**config.mk**
```make
export PLATFORM = sky130hd
export DESIGN_NAME = frame_sync_controller
export DESIGN_NICKNAME = d
export VERILOG_FILES = /design/src/rtl/frame_sync_controller.sv
export SDC_FILE = /design/constraint.sdc
export NUM_CORES = 1
export LEC_CHECK = 0
export ABC_AREA = 1
export CORE_MARGIN = 2
export CORE_UTILIZATION = 32
export DETAILED_ROUTE_END_ITERATION = 8
export GPL_ROUTABILITY_DRIVEN = 1
export PLACE_DENSITY = 0.54
export SETUP_SLACK_MARGIN = 0.1
export SLEW_MARGIN = 20
export SYNTH_ARGS = -nofsm -noshare
export SYNTH_HDL_FRONTEND = slang
export SYNTH_SLANG_ARGS = --single-unit
export TNS_END_PERCENT = 50
```
**constraint.sdc**
```tcl
create_clock -name I_PCLK -period 3.9 [get_ports I_PCLK]
set_input_delay 0.78 -clock I_PCLK [delete_from_list [all_inputs] [get_ports I_PCLK]]
set_output_delay 0.78 -clock I_PCLK [all_outputs]
set_load 0.05 [all_outputs]
```
**src/rtl/frame_sync_controller.sv**
```systemverilog
// Frame sync controller: tracks active video, selects raw/filtered pixels
// and issues a latency-compensated frame-reset pulse.
module frame_sync_controller #(
  parameter int HACT  = 640,
  parameter int VACT  = 480,
  parameter int LAT_W = 8
) (
  input  logic                     I_PCLK,
  input  logic                     I_RST,
  input  logic                     I_VSYNC,
  input  logic                     I_DE,
  input  logic                     I_ENABLE,
  input  logic [LAT_W-1:0]         I_LATENCY,
  output logic                     O_VRST,
  output logic                     O_BYPASS,
  output logic [$clog2(HACT)-1:0]  O_COL,
  output logic [$clog2(VACT)-1:0]  O_ROW,
  output logic                     O_FRAME_ACTIVE,
  output logic                     O_FRAME_ERR,
  output logic [7:0]               O_FRAME_CNT,
  output logic [1:0]               O_STATE
);

  localparam int CW = $clog2(HACT);
  localparam int RW = $clog2(VACT);

  typedef enum logic [1:0] {
    S_IDLE   = 2'b00,
    S_SYNC   = 2'b01,
    S_ACTIVE = 2'b10,
    S_DONE   = 2'b11
  } state_t;

  state_t r_state;
  state_t w_nxt;

  logic             r_vs_d;
  logic             r_de_d;
  logic [CW-1:0]    r_col;
  logic [RW-1:0]    r_row;
  logic [LAT_W-1:0] r_lcnt;
  logic             r_pend;
  logic             r_vrst;
  logic             r_bypass;
  logic             r_active;
  logic             r_err;
  logic             r_errf;
  logic             r_bad;
  logic [7:0]       r_cnt;

  logic w_rise;
  logic w_fall;
  logic w_lcol;
  logic w_last;
  logic w_fin;
  logic w_start;
  logic w_err;
  logic w_clr;
  logic w_adv;

  assign w_rise = I_VSYNC & ~r_vs_d;
  assign w_fall = ~I_DE & r_de_d;
  assign w_lcol = (r_col == CW'(HACT - 1));
  assign w_last = w_lcol && (r_row == RW'(VACT - 1));

  // Edge samplers run through reset so no false edge appears on release
  always_ff @(posedge I_PCLK) begin
    r_vs_d <= I_VSYNC;
    r_de_d <= I_DE;
  end

  always_ff @(posedge I_PCLK) begin
    if (I_RST) r_state <= S_IDLE;
    else       r_state <= w_nxt;
  end

  always_comb begin
    w_nxt = r_state;
    unique case (r_state)
      S_IDLE:   if (w_rise) w_nxt = S_SYNC;
      S_SYNC:   if (I_DE) w_nxt = S_ACTIVE;
      S_ACTIVE: begin
        if (I_DE && w_last) w_nxt = S_DONE;
        else if (w_rise)    w_nxt = S_SYNC;
      end
      S_DONE:   if (w_rise) w_nxt = S_SYNC;
    endcase
  end

  // Completion wins over a coincident vsync, but the error still fires
  always_comb begin
    w_fin   = 1'b0;
    w_start = 1'b0;
    w_clr   = 1'b0;
    w_adv   = 1'b0;
    w_err   = w_rise & r_pend;
    unique case (r_state)
      S_IDLE: begin
        w_adv = 1'b0;
      end
      S_SYNC: begin
        w_start = I_DE;
        w_adv   = I_DE;
      end
      S_ACTIVE: begin
        w_fin = I_DE & w_last;
        w_adv = I_DE;
        w_clr = w_fin | w_rise;
        if (w_rise || (w_fall && r_col != '0))
          w_err = 1'b1;
      end
      S_DONE: begin
        if (I_DE && !w_rise) w_err = 1'b1;
      end
    endcase
  end

  always_ff @(posedge I_PCLK) begin
    if (I_RST || w_clr) begin
      r_col <= '0;
      r_row <= '0;
    end else if (w_adv) begin
      if (w_lcol) begin
        r_col <= '0;
        r_row <= (r_row == RW'(VACT - 1)) ? '0 : r_row + RW'(1);
      end else begin
        r_col <= r_col + CW'(1);
      end
    end
  end

  // A new vsync edge always restarts the countdown
  always_ff @(posedge I_PCLK) begin
    if (I_RST) begin
      r_pend <= 1'b0;
      r_lcnt <= '0;
      r_vrst <= 1'b0;
    end else if (w_rise) begin
      r_pend <= 1'b1;
      r_lcnt <= I_LATENCY;
      r_vrst <= 1'b0;
    end else if (r_pend) begin
      if (r_lcnt == '0) begin
        r_vrst <= 1'b1;
        r_pend <= 1'b0;
      end else begin
        r_lcnt <= r_lcnt - LAT_W'(1);
        r_vrst <= 1'b0;
      end
    end else begin
      r_vrst <= 1'b0;
    end
  end

  always_ff @(posedge I_PCLK) begin
    if (I_RST) begin
      r_err    <= 1'b0;
      r_bypass <= 1'b1;
      r_errf   <= 1'b0;
      r_bad    <= 1'b0;
      r_cnt    <= '0;
      r_active <= 1'b0;
    end else begin
      r_err    <= w_err;
      r_active <= (w_nxt == S_ACTIVE);
      if (w_err)        r_bypass <= 1'b1;
      else if (w_start) r_bypass <= ~(I_ENABLE & ~r_errf);
      if (w_start)      r_bad <= w_err;
      else if (w_err)   r_bad <= 1'b1;
      if (w_err)                  r_errf <= 1'b1;
      else if (w_fin && !r_bad)   r_errf <= 1'b0;
      if (w_fin && !w_err && !r_bad)
        r_cnt <= r_cnt + 8'd1;
    end
  end

  assign O_VRST         = r_vrst;
  assign O_BYPASS       = r_bypass;
  assign O_COL          = r_col;
  assign O_ROW          = r_row;
  assign O_FRAME_ACTIVE = r_active;
  assign O_FRAME_ERR    = r_err;
  assign O_FRAME_CNT    = r_cnt;
  assign O_STATE        = r_state;

endmodule

```
### Word level (Yosys, flattened, before mapping)

Index checks and enable logic that the tools add are counted.

| word-level totals | value |
|---|---|
| flip-flop bits (word level) | 46 |
| logic and storage cells | 84 |
| bits of input ports | 13 |

| operators by class | value |
|---|---|
| reductions and logical operators | 24 |
| $add $sub $neg | 4 |
| bitwise operators | 11 |
| eq/ne operators | 7 |
| muxes and demuxes | 24 |

Operator list:

| cell | number |
|---|---|
| $mux 8 | 3 |
| $mux 1 | 14 |
| $add 10x1->10 const B | 1 |
| $eq 10x10->1 const B | 1 |
| $mux 10 | 1 |
| $reduce_bool 10->1 | 1 |
| $add 9x1->9 const B | 1 |
| $eq 9x9->1 const B | 1 |
| $mux 9 | 1 |
| $add 8x1->8 const B | 1 |
| $logic_not 8->1 | 1 |
| $sub 8x1->8 const B | 1 |
| $logic_and 1x1->1 | 7 |
| $eq 2x2->1 const B | 3 |
| $mux 2 | 3 |
| $pmux 2 s3 | 1 |
| $reduce_bool 2->1 | 3 |
| $reduce_or 2->1 | 3 |
| $and 1x1->1 | 5 |
| $not 1->1 | 5 |
| $reduce_and 2->1 | 2 |
| $logic_not 1->1 | 3 |
| $reduce_or 3->1 | 1 |
| $eq 2x1->1 const B | 1 |
| other kinds (5) | 6 |

### Logic depth before layout (Yosys ltp)

| logic depth | value |
|---|---|
| depth after elaboration | 9 |
| mapped depth | 11 |
| gate-level depth less buffers | 11 |

### Worst setup path after synthesis

Ideal clock, no wire load.

| timing path | value |
|---|---|
| kind | register -> register |
| from | reg r_state[0], in the netlist O_STATE[0] |
| to | reg r_col[9], in the netlist O_COL[9] |
| setup slack | 1.688 ns |
| required time | 3.783 ns |
| cell stages (with the launch flop) | 11 |
| arrival | 2.094 ns |
| setup time | 0.117 ns |
| period minus slack after synthesis | 2.212 ns |
| path through | dfxtp_1 inv_1 ha_1 inv_1 nand2_1 nor3_1 nand4_1 nor2_1 nand3_1 nand2_1 nor2_1 |

| between the ends | value |
|---|---|
| longest elaborated chain between the ends | 3 |

RTL lines:

| element | RTL line | RTL |
|---|---|---|
| start, declared | 34 | `state_t r_state;` |
| start signal, assigned | 74 | `else r_state <= w_nxt;` |
| $eq 2x2->1 or $eq 2x1->1 (tied branches) | 97 | `unique case (r_state)` |
| $reduce_or 2->1 (no line) or $mux 1 (tied branches) | -- |  |
| $mux 1 or $logic_or 1x1->1 (tied branches) | 97, 119 |  |
| end signal, assigned | 127 | `r_col <= r_col + CW'(1);` |
| end, declared | 39 | `logic [CW-1:0] r_col;` |

Parallel ways exist; a longest one is shown, timed or not.
A chain may end at the register's enable or synchronous reset.

### Worst setup path in the final report

| timing path | value |
|---|---|
| from | in I_RST |
| to | reg r_col[7], in the netlist O_COL[7] |

| between the ends | value |
|---|---|
| longest elaborated chain between the ends | 1 |

RTL lines:

| element | RTL line | RTL |
|---|---|---|
| start, declared | 9 | `input logic I_RST,` |
| $logic_or 1x1->1 | 119 | `if (I_RST \|\| w_clr) begin` |

No other way between the ends.

==> flow_summary.toml <==
[synth]
synth_edf_count = 0
synth_top_family_by_area = "simple AND/OR/NAND/NOR gates"
synth.ff_latch_count = 46
synth_seq_area_share_pct = 37.2
synth-xor-area-share_pct = 4.25
synthSimpleGateAreaFrac_pct = 33.1
synthArstFlopShare_pct = 0
ys_types = 34
muxShareOfSynthArea_pct = 0
synth_cells = 359
synth-main-ff-cell = "dfxtp_1"
netlist_area_mm2 = 0.00247
syn_nets = 382
avgSynthCellArea_um2 = 6.89
synthAdderAreaFrac_pct = 5.06
synth-compound-area-share_pct = 11.1
yosys_warnings = 0

[sta]
relSlewSlack_pct = 65.4
fin_ws_ns = 1.30
setup_tns_ns = 0
period_share_pct = 66.7
rsz0062_at_grt = "no"
setup_violations = 0
worstMarginPinSlew_ns = 0.518
max_freq_mhz = 384
fin_crit_ns = 2.60
finalHoldViolCount = 0
slew_violations = 0
fin_hold_ws_ns = 0.472
final.setup_skew_ns = 0.00726

[global_route]
grt_pass1_wl_mm = 9.74
grt_max_degree = 18
grt_pass1_vias = 2134
antenna_found_initial = 0
grtUsageTotal_pct = 14.0
overflow = 0

[final_layout]
fin_cells = 511
layout_common_cells = "nand2_1 (72), nor2_1 (56), inv_1 (53), dfxtp_1 (46), clkdlybuf4s50_1 (45)"
drive_above_1_share_pct = 5.38
syn2layout_area_growth_pct = 26.6
fin_area_mm2 = 0.00313
final_nets = 431
final_common_cell = "nand2_1"
fill_cells = 833
final_util_pct = 41.2
diodes = 0

[critical_path]
worst_setup_path_end_kind = "flip-flop"
crit_required_ns = 4.14
cp.arrival_ns = 2.84
worstSetupPathType = "input pin to flip-flop"
cp_max_fo = 17
start_kind = "input pin"

[cts]
clk_pin_slew_worst_paths_ns = 0.09
cts_hold_buf = 0
cts_made_buffers = 5
cts_resized = 0
cts-htree-levels = 2
cts_root_buf = "clkbuf_8"
cts_setup_buffers = 0
clk_latency_ns = 0.30
cts_num_sinks = 46
clock_path_buffers = 2
cts_tree = "built"

[place]
dpl-instance-area_mm2 = 0.00304
dp.cells = 503
port_buffers = 45
place_congestion = 0.834
pre_cts_ws_ns = 0.943
hpwl_mm = 4.30

[min_path]
hold_path_class = "flip-flop to flip-flop"

[route]
ant_nets = 0
routed_via_density = 4.56
drc = 0
vias = 2331
routedWlPerCell_um = 11.3
drtIter0Drc = 55
drtPass1Iterations = 4
drt_wl_total_mm = 5.77

[die]
die_y_um = 91.9
start_util_pct = 32.5
die-width_um = 91.9
die_area_mm2 = 0.00845
core-area_mm2 = 0.00761
num_rows = 32
io_pins = 46

[power_and_ir_drop]
ir_worst_vdd_mv = 0.121
power_density_mw_per_mm2 = 321
p_leak_nw = 1.31
total_power_mw = 1.00

[outcome]
status = "finished clean"

[flow_run]
maxCapViolations = 0
-- area by class of cell --
class | instances | area, µm² | area share, %
multi-input combinational | 253 | 1320 | 42.3
sequential | 46 | 921 | 29.4
timing repair buffer | 46 | 458 | 14.6
inverter | 56 | 210 | 6.71
tap | 102 | 128 | 4.08
clock buffer | 7 | 86.3 | 2.76
clock inverter | 1 | 5.00 | 0.160
-- state kept, by name, summed over array words and instances (netlist names) --
signal,count
O_FRAME_ACTIVE,1
r_errf,1
r_de_d,1
O_FRAME_ERR,1
O_ROW,9
r_vs_d,1
r_lcnt,8
r_pend,1
r_bad,1
O_BYPASS,1
O_STATE,2
O_COL,10
O_FRAME_CNT,8
O_VRST,1
-- worst paths after layout --
check,startpoint,endpoint,slack [ns],cells after the start
hold reg to reg,r_lcnt[6],r_lcnt[6],0.47,2
setup reg to reg,O_STATE[0],O_COL[9],1.81,10
hold / removal,r_lcnt[6],r_lcnt[6],0.47,2
setup / recovery,I_RST,O_COL[7],1.30,8
-- per-layer routing --
| metal | vias up | share of wire (%) | GRT usage (%) |
|---|---|---|---|
| li1 | 1253 | - | - |
| met1 | 1021 | 50 | 18.5 |
| met2 | 47 | 45 | 22.8 |
| met3 | 10 | 4.2 | 3.12 |
| met4 | 0 | 1.4 | 4.35 |
| met5 | - | 0 | 0 |
-- cell usage after synthesis (all sizes together), types with 3 or more instances --
library cell / n / area share, %
nand2: 75 / 12
nor2: 60 / 9.9
inv: 56 / 8.5
dfxtp: 46 / 37
nand3: 21 / 4.2
o21ai: 20 / 4.2
a21oi: 14 / 2.8
nand4: 12 / 3.0
ha: 10 / 5.1
nor3: 10 / 2.5
xor2: 9 / 3.2
a31oi: 3 / 0.76
buf: 3 / 0.61
nand3b: 3 / 0.91
o21bai: 3 / 0.91
xnor2: 3 / 1.1
-- report_power, final --
part	internal (mW)	leakage, nW	total, mW	switching (mW)
combinational	0.0692	0.884	0.184	0.115
clock	0.143	0.0482	0.312	0.168
sequential	0.491	0.374	0.509	0.0181
total	0.703	1.31	1.00	0.301
-- logic make-up (layout without fill, tap and decap cells) --
family                     count (synthesis)  in the layout
buffers and inverters                     60            110
adders and majority gates                 10             10
DFF                                       46             46
and+or+nand+nor                          184            184
AOI/OAI and AO/OA                         47             47
xor gates and xnor gates                  12             12
-- worst max-delay path, cell delays in order --
cell	delay, ns
clkdlybuf4s50_1	0.58
inv_1	0.48
o21ai_0	0.28
nor2_4	0.22
inv_2	0.11
nor2_2	0.17
o21ai_0	0.11
a21oi_1	0.12
(Power assumes the default switching activity.)
